===== config.mk =====
export PLATFORM = sky130hd
export DESIGN_NAME = draw_source_scheduler
export DESIGN_NICKNAME = d
export VERILOG_FILES = /design/src/rtl/draw_source_scheduler.sv
export SDC_FILE = /design/constraint.sdc
export NUM_CORES = 1
export LEC_CHECK = 0
export ABC_AREA = 1
export CORE_ASPECT_RATIO = 1.25
export CORE_MARGIN = 4
export CORE_UTILIZATION = 55
export DETAILED_ROUTE_END_ITERATION = 6
export MAX_ROUTING_LAYER = met4
export PLACE_DENSITY = 0.9
export SYNTH_ARGS = -nofsm -noshare
export SYNTH_HDL_FRONTEND = slang
export SYNTH_SLANG_ARGS = --single-unit

===== constraint.sdc =====
create_clock -name clk -period 3.4 [get_ports clk]
set_input_delay 1.02 -clock clk [delete_from_list [all_inputs] [get_ports clk]]
set_output_delay 1.02 -clock clk [all_outputs]
set_load 0.05 [all_outputs]

===== src/rtl/draw_source_scheduler.sv =====
// draw_source_scheduler: per-frame write-bus arbiter granting enabled draw sources in ascending ID order
// Ports: clk, resetN (sync, active-low); frame_start, source_enable in; write_source_sel, write_awaited
// out to the sources; write_active/write_color_data/write_transparent/write_x_addr/write_y_addr bus in;
// fb_we/fb_x/fb_y/fb_data back-buffer write port out; frame_draw_done, busy, frame_overrun, timeout_flags out.
module draw_source_scheduler #(
    parameter int SOURCE_COUNT      = 4,
    parameter int GRANT_TIMEOUT     = 1024,
    parameter int BURST_MAX         = 4096,
    parameter int SOURCE_SEL_ADDRW  = 3,
    parameter int COLOR_DEPTH       = 8,
    parameter int DRAW_WIDTH_ADDRW  = 9,
    parameter int DRAW_HEIGHT_ADDRW = 8,
    parameter int DRAW_WIDTH        = 320,
    parameter int DRAW_HEIGHT       = 240
) (
    input  logic                         clk,
    input  logic                         resetN,
    input  logic                         frame_start,
    input  logic [SOURCE_COUNT-1:0]      source_enable,
    output logic [SOURCE_SEL_ADDRW-1:0]  write_source_sel,
    output logic                         write_awaited,
    input  logic                         write_active,
    input  logic [COLOR_DEPTH-1:0]       write_color_data,
    input  logic                         write_transparent,
    input  logic [DRAW_WIDTH_ADDRW-1:0]  write_x_addr,
    input  logic [DRAW_HEIGHT_ADDRW-1:0] write_y_addr,
    output logic                         fb_we,
    output logic [DRAW_WIDTH_ADDRW-1:0]  fb_x,
    output logic [DRAW_HEIGHT_ADDRW-1:0] fb_y,
    output logic [COLOR_DEPTH-1:0]       fb_data,
    output logic                         frame_draw_done,
    output logic                         busy,
    output logic                         frame_overrun,
    output logic [SOURCE_COUNT-1:0]      timeout_flags
);
    localparam int WAIT_W = $clog2(GRANT_TIMEOUT + 1);
    localparam int BURST_W = $clog2(BURST_MAX + 1);
    localparam logic [WAIT_W-1:0] WAIT_LAST = WAIT_W'(GRANT_TIMEOUT - 1);
    localparam logic [BURST_W-1:0] BURST_LAST = BURST_W'(BURST_MAX);
    localparam logic [SOURCE_SEL_ADDRW-1:0] SEL_LAST = SOURCE_SEL_ADDRW'(SOURCE_COUNT - 1);
    localparam logic [DRAW_WIDTH_ADDRW:0] X_LIM = (DRAW_WIDTH_ADDRW + 1)'(DRAW_WIDTH);
    localparam logic [DRAW_HEIGHT_ADDRW:0] Y_LIM = (DRAW_HEIGHT_ADDRW + 1)'(DRAW_HEIGHT);
    typedef enum logic [2:0] {IDLE, SELECT, GRANT, DRAIN, NEXT, DONE} state_t;
    state_t state;
    logic [WAIT_W-1:0] wait_cnt;
    logic [BURST_W-1:0] burst_cnt;
    logic [SOURCE_COUNT-1:0] sel_bit;
    logic en_cur, active, pix_ok;
    assign sel_bit = SOURCE_COUNT'(1) << write_source_sel;
    assign en_cur = |(source_enable & sel_bit);
    // the bus floats outside a grant, so only an explicit 1 counts as a valid pixel
    assign active = (write_active == 1'b1);
    assign pix_ok = !write_transparent && ({1'b0, write_x_addr} < X_LIM) && ({1'b0, write_y_addr} < Y_LIM);
    always_ff @(posedge clk) begin
        if (!resetN) begin
            state <= IDLE;
            write_source_sel <= '0;
            write_awaited <= 1'b0;
            fb_we <= 1'b0;
            fb_x <= '0;
            fb_y <= '0;
            fb_data <= '0;
            frame_draw_done <= 1'b0;
            busy <= 1'b0;
            frame_overrun <= 1'b0;
            timeout_flags <= '0;
            wait_cnt <= '0;
            burst_cnt <= '0;
        end else begin
            fb_we <= 1'b0;
            frame_draw_done <= 1'b0;
            frame_overrun <= frame_start && (state != IDLE);
            case (state)
                IDLE: if (frame_start) begin
                    state <= SELECT;
                    busy <= 1'b1;
                    write_source_sel <= '0;
                    timeout_flags <= '0;
                    wait_cnt <= '0;
                    burst_cnt <= '0;
                end
                SELECT: begin
                    state <= en_cur ? GRANT : NEXT;
                    write_awaited <= en_cur;
                end
                // timeout has priority over a pixel arriving on the same cycle
                GRANT: if (wait_cnt == WAIT_LAST) begin
                    state <= NEXT;
                    write_awaited <= 1'b0;
                    timeout_flags <= timeout_flags | sel_bit;
                end else if (active) begin
                    state <= DRAIN;
                    burst_cnt <= BURST_W'(1);
                    if (pix_ok) begin
                        fb_we <= 1'b1;
                        fb_x <= write_x_addr;
                        fb_y <= write_y_addr;
                        fb_data <= write_color_data;
                    end
                end else begin
                    wait_cnt <= wait_cnt + 1'b1;
                end
                // burst_cnt counts pixels already taken, including the one seen in GRANT
                DRAIN: if (!active) begin
                    state <= NEXT;
                    write_awaited <= 1'b0;
                end else if (burst_cnt == BURST_LAST) begin
                    state <= NEXT;
                    write_awaited <= 1'b0;
                    timeout_flags <= timeout_flags | sel_bit;
                end else begin
                    burst_cnt <= burst_cnt + 1'b1;
                    if (pix_ok) begin
                        fb_we <= 1'b1;
                        fb_x <= write_x_addr;
                        fb_y <= write_y_addr;
                        fb_data <= write_color_data;
                    end
                end
                NEXT: begin
                    wait_cnt <= '0;
                    burst_cnt <= '0;
                    state <= (write_source_sel == SEL_LAST) ? DONE : SELECT;
                    frame_draw_done <= (write_source_sel == SEL_LAST);
                    write_source_sel <= (write_source_sel == SEL_LAST) ? write_source_sel : write_source_sel + 1'b1;
                end
                DONE: begin
                    state <= IDLE;
                    busy <= 1'b0;
                end
                default: state <= IDLE;
            endcase
        end
    end
endmodule

Word-level counts from Yosys, hierarchy flattened
Index checks and enable logic that the tools add are counted.
Word-level totals
  flip-flop bits (word level): 64
  bits of input ports: 34
  output and inout bits: 37
  logic and storage cells: 119
Operators by class
  add/subtract/negate cells: 3
  $lt $le $gt $ge: 2
  equality and inequality tests: 19
  shifts and indexed selects: 1
  mux-type cells: 56
  bitwise logic cells: 2
  reduce and logical (&&, ||, !) cells: 23
Operators by type and width (number)
  $mux 8: 10
  $mux 13: 5
  $pmux 13 s4: 1
  $mux 9: 5
  $mux 11: 3
  $pmux 11 s3: 1
  $pmux 8 s2: 2
  $mux 3: 9
  $ne 2x2->1 const B: 9
  $pmux 9 s2: 1
  $mux 4: 4
  $pmux 3 s5: 1
  $add 13x1->13 const B: 1
  $eq 13x13->1 const B: 1
  $pmux 4 s3: 1
  $reduce_bool 3->1: 4
  $add 11x1->11 const B: 1
  $eq 11x10->1 const B: 1
  $reduce_and 5->1: 2
  $eq 3x2->1 const B: 3
  $lt 9x9->1 const B: 1
  $mux 1: 9
  $reduce_and 3->1: 3
  $lt 8x8->1 const B: 1
  19 further kinds: 27

Depth between registers and ports, before layout
  word-level depth: 7
  depth in mapped cells: 11
  gate-level depth less buffers: 10

Worst setup path before layout
OpenSTA, ideal clock, no wires.
  path kind: input -> register
  from: input write_x_addr[6]
  to: register fb_x[3]
  library setup time: 0.114 ns
  arrival time: 1.909 ns
  required time: 3.286 ns
  path slack: 1.377 ns
  stages on the path: 7
  path buffers: 1
  cell sequence: o21ai_0 nand4_1 nor2_2 buf_2 nand3_1 nand2_1 nor2_1
On the way
  longest elaborated chain between the ends: 7
  elaborated cells on any way between the ends: 9
  classes of those cells: 1 x order compare; 6 x mux; 2 x reduce/logical
RTL lines
  from (decl): line 25  | input logic [DRAW_WIDTH_ADDRW-1:0] write_x_addr,
  $lt 9x9->1 *: line 53  | assign pix_ok = !write_transparent && ({1'b0, write_x_addr} < X_LIM) && ({1'b0, write_y_addr} < Y_LIM);
  $logic_and 1x1->1 * (2 in a row): line 53
  $mux 9 *
  $mux 9, on equally long branches (2 in a row)
  $pmux 9 s2 *
  to (signal assigned): line 96  | fb_x <= write_x_addr;
  to (signal assigned): line 115  | fb_x <= write_x_addr;
  to (decl): line 28  | output logic [DRAW_WIDTH_ADDRW-1:0] fb_x,
Mark *: on every way between the ends. The rest lies on a longest branch, timed or not. The select of a mux whose other input is x is not followed.
A chain may end at the register's enable or synchronous reset.

Worst setup path in the final report
  from: register write_source_sel[1]
  to: output write_source_sel[1]
RTL lines
  from (decl): line 20  | output logic [SOURCE_SEL_ADDRW-1:0] write_source_sel,
  from (signal assigned): line 125  | write_source_sel <= (write_source_sel == SEL_LAST) ? write_source_sel : write_source_sel + 1'b1;
No word-level cell between the ends.

==> results.txt <==
- The synthesized-area fraction occupied by ao, oa, aoi and oai cells came to 0.0877.
* Count of boundary I/O pins: 71
- In this run the worst path has a maximum fanout of 4.
- The initial antenna violation count was 0.
- Final antenna-violating net count: 0
- Power spread over the standard cell area amounts to 502 nW/um^2.
* Crit path launch type: register
* Routed WL: 8420 um
- First-pass detailed-route iteration total: 4
* Area Growth Syn to Fin: 26.3%
* Synth warnings: 0
- Counting every sink on the clock net gives 64.
* Total DRC errors in the routed layout: 0
* Slew at the pin with the worst max-slew slack: a little over 0.6 ns
- In this run the standard cell core region covers approximately 6100 um^2.
* Status: finished, final reports clean
- Final estimated routing congestion in global placement: between 0.8 and 0.9
- The critical path goes through clkdlybuf4s50_1.
- In this run the cell area of the synthesized design comes to 3450 um^2.
* Clock latency of the later-clocked register in the worst-skew pair: around 0.35 ns
- Fill cells in the final layout number 493.
* Vias per Instance: 5.10
- Of the cells placed in the final design, the portion with a size suffix greater than 1 is 0.0903.
- The number of buffers and inverters on the critical path is 1.
* Relative max-transition margin: 0.593
- In this run the tool buffered the top-level ports with 70 buffer cells.
- Clock tree from TritonCTS: done
- After clock tree synthesis, the repair step resized 0 gates.
- Number of storage elements in the synthesis netlist: 64
* Share of power burned in registers: 0.403
- The library cell used most frequently in the layout, excluding fill and tap cells, is sky130_fd_sc_hd__nor2_1.
* Static power due to leakage: 0.00181 uW
- After the first detailed-routing iteration, the DRC count stood at a little over 200.
- Cell internal power was estimated by the tool at 1350 uW.
- STA classifies the critical path endpoint as an output pin.
- Summed over all nets, the switching power comes to between 800 and 900 uW.
- Arrival time reported for the critical path endpoint: 1.58 ns
* Cts bufs inserted: 9
* Number of buffers inserted by post-CTS setup repair: 0
* Max-Cap Viols: 0
- FF/Latch Area: 1280 um^2
* Setup clock skew after layout: 0.00819 ns
* Global-route usage over all layers: 0.238
* DPL Wire Length: 6230 um
- Entering global routing, the biggest net connects 38 pins.
- Leading cell types in the layout, fill and taps excluded: 103 x sky130_fd_sc_hd__nor2_1, 96 x sky130_fd_sc_hd__nand2_1, 70 x sky130_fd_sc_hd__clkdlybuf4s50_1, 67 x sky130_fd_sc_hd__inv_1, 64 x sky130_fd_sc_hd__dfxtp_1
* Total area of multi-input combinational cells: ~1800 um^2
- Combinational family with the most area after synthesis: simple AND/OR/NAND/NOR gates
* Setup Crit Path Kind: reg2out
- Final hold slack: 0.449 ns
- The final number of hold-violating endpoints came to 0.
- Clock-pin slew on the worst setup and hold paths: 0.07 ns
- Slowest cell on the critical path: sky130_fd_sc_hd__clkdlybuf4s50_1
- Die width: 78.9 um
* Mux contribution to synthesized area: 0
- At the worst endpoint, the required time is ~2.4 ns.
* Hold buffer count at CTS: 0
- The largest single stage delay on the critical path is 0.84 ns.
- Final standard cell area without fillers: 4360 um^2
* Final core occ: 0.712
* Synthesized instance count: approximately 510
* Vias in the first global route: 3,299
- The floorplan step defined a die boundary enclosing 7620 um^2.
* Post-Synthesis Mean Instance Area: 6.76 um^2
* Crit path time final: approximately 2.6 ns
- Wire length of the first global-routing pass: 14,100 um
* Max-slew violation total from the final report: 0
* Effective utilization at floorplan: 0.564
- For this block, the via count after detailed routing is 3,430.
- Share of the clock period used by the worst path after layout: 0.766
* CTS H-tree lvls: 3
* Placed Cells incl. Taps: about 660
- Fraction of the mapped netlist area in simple logic gates: 0.396
- Std cell rows: 32
- Of the total power, the share spent switching nets is 0.382.
* Clock network fraction of total power: 0.275
- The min-delay analysis places its worst path in the category reg2reg.
- Setup violations remaining at the end of the flow were counted as 0.
- Dividing the detail-routed wire length by the instance count gives roughly 13 um.
- Overall overflow remaining after global route: 0
- Static timing analysis puts the maximum clock frequency at 384 MHz.
- Clk buf depth: 2
- Adder-Cell Fraction of Synth Area: 0.0290
* Buffer cell driving the clock tree root: sky130_fd_sc_hd__clkbuf_8
- Die boundary height: 96.6 um
- Synth Area in XOR/XNOR: 0.0101
* Number of different library cells in the post-synthesis netlist: 37
* Synthesized netlist net count: approximately 550
- For this run, the post-layout net count is 624.
- Setup repair after global routing left no endpoint under its margin.
- Largest delay contributor family on the critical path: buffers and inverters
- Setup Total Neg Slack: 0 ns
* Antenna Diode Count: 0
* Placed Instance Area: 4180 um^2
* Fin cells: 672
* Logic pwr share: 0.322
- The worst-case IR drop observed on VDD is roughly 420 uV.
- Register area share after synthesis: 0.371
-- worst paths after layout --
path / slack, ns / cells past startpoint / start / end
min reg2reg: 0.45 / 2 / timeout_flags[3] / timeout_flags[3]
max: 0.80 / 1 / write_source_sel[1] / write_source_sel[1]
min: 0.45 / 2 / timeout_flags[3] / timeout_flags[3]
max reg2reg: 1.52 / 9 / wait_cnt[0] / fb_y[0]
-- registers in the layout (all words and copies together) (netlist names), 3 cells and up --
register / count
fb_data: 8
write_source_sel: 3
wait_cnt: 11
state: 3
fb_x: 9
burst_cnt: 13
timeout_flags: 4
fb_y: 8
-- worst min-delay path, delay by kind of cell (launching register included) --
family                 cells  cell delay (ns)
AOI/OAI and AO/OA          1             0.05
buffers and inverters      1             0.04
DFF                        1             0.31
-- layer usage --
metal / vias to the layer above / part of all wire / track usage
met2: 99 / 0.51 / 0.440
met1: 1553 / 0.41 / 0.250
met4: 0 / 0.029 / 0.115
met3: 24 / 0.048 / 0.0362
li1: 1754 / - / -
met5: - / 0 / -
-- cell families after synthesis --
logic type / Yosys count
and+or+nand+nor: 295
DFF: 64
AOI/OAI and AO/OA: 56
buffers and inverters: 84
xor gates and xnor gates: 4
adders and majority gates: 8
-- area by class of cell --
| cell class | count | area share |
|---|---|---|
| Tap cell | 85 | 0.0244 |
| Clock buffer | 11 | 0.0347 |
| Timing Repair Buffer | 72 | 0.164 |
| Inverter | 72 | 0.0625 |
| Multi-Input combinational cell | 363 | 0.414 |
| Clock inverter | 5 | 0.00717 |
| Sequential cell | 64 | 0.294 |
-- power by group through the flow --
stage	Combinational, uW	Sequential [uW]	Clock (uW)
after global routing	775	893	645
final	705	882	601
after global placement	678	892	0
after CTS	706	881	614
after floorplan	395	1010	0
after detailed placement	701	897	0
-- stage by stage --
stage,total power [uW],setup slack (ns)
floorplan,1410,1.38
global placement,1570,0.665
detailed placement,1600,0.539
CTS,2200,0.784
global route,2310,0.725
finish,2190,0.797
-- cells in the mapped netlist --
| library cell | count | share of area |
|---|---|---|
| sky130_fd_sc_hd__o21ai_0 | 24 | 0.035 |
| sky130_fd_sc_hd__and2_1 | 1 | 0.0018 |
| sky130_fd_sc_hd__ha_1 | 8 | 0.029 |
| sky130_fd_sc_hd__buf_6 | 4 | 0.013 |
| sky130_fd_sc_hd__xnor2_1 | 2 | 0.0051 |
| sky130_fd_sc_hd__nand3_4 | 1 | 0.0051 |
| sky130_fd_sc_hd__xor2_1 | 2 | 0.0051 |
| sky130_fd_sc_hd__nor2_1 | 103 | 0.11 |
| sky130_fd_sc_hd__nand3_2 | 1 | 0.0029 |
| sky130_fd_sc_hd__a21oi_1 | 24 | 0.035 |
| sky130_fd_sc_hd__nand2_4 | 2 | 0.0065 |
| sky130_fd_sc_hd__nor2_4 | 3 | 0.0098 |
| sky130_fd_sc_hd__buf_2 | 3 | 0.0043 |
| sky130_fd_sc_hd__dfxtp_1 | 64 | 0.37 |
| sky130_fd_sc_hd__inv_1 | 67 | 0.073 |
| sky130_fd_sc_hd__o21bai_1 | 1 | 0.0022 |
| sky130_fd_sc_hd__a21oi_2 | 4 | 0.010 |
| sky130_fd_sc_hd__nor3_1 | 7 | 0.010 |
| sky130_fd_sc_hd__buf_1 | 1 | 0.0011 |
| sky130_fd_sc_hd__clkinv_1 | 1 | 0.0011 |
| sky130_fd_sc_hd__clkbuf_1 | 3 | 0.0033 |
| sky130_fd_sc_hd__nand2_2 | 10 | 0.018 |
| sky130_fd_sc_hd__nand3_1 | 47 | 0.068 |
| sky130_fd_sc_hd__buf_12 | 1 | 0.0058 |
| sky130_fd_sc_hd__a211oi_1 | 2 | 0.0043 |
| sky130_fd_sc_hd__inv_4 | 1 | 0.0018 |
| sky130_fd_sc_hd__nor2_8 | 1 | 0.0058 |
| sky130_fd_sc_hd__or2_2 | 2 | 0.0036 |
| sky130_fd_sc_hd__nand2_8 | 1 | 0.0058 |
| sky130_fd_sc_hd__nand4_4 | 1 | 0.0062 |
| sky130_fd_sc_hd__nor3b_1 | 1 | 0.0022 |
| sky130_fd_sc_hd__nand3b_1 | 2 | 0.0043 |
| sky130_fd_sc_hd__o21ai_1 | 1 | 0.0014 |
| sky130_fd_sc_hd__nand2_1 | 96 | 0.10 |
| sky130_fd_sc_hd__nor2_2 | 5 | 0.0091 |
| sky130_fd_sc_hd__nand4_1 | 11 | 0.020 |
| sky130_fd_sc_hd__inv_2 | 3 | 0.0033 |
Note: power is estimated with default switching activity, not from simulation.
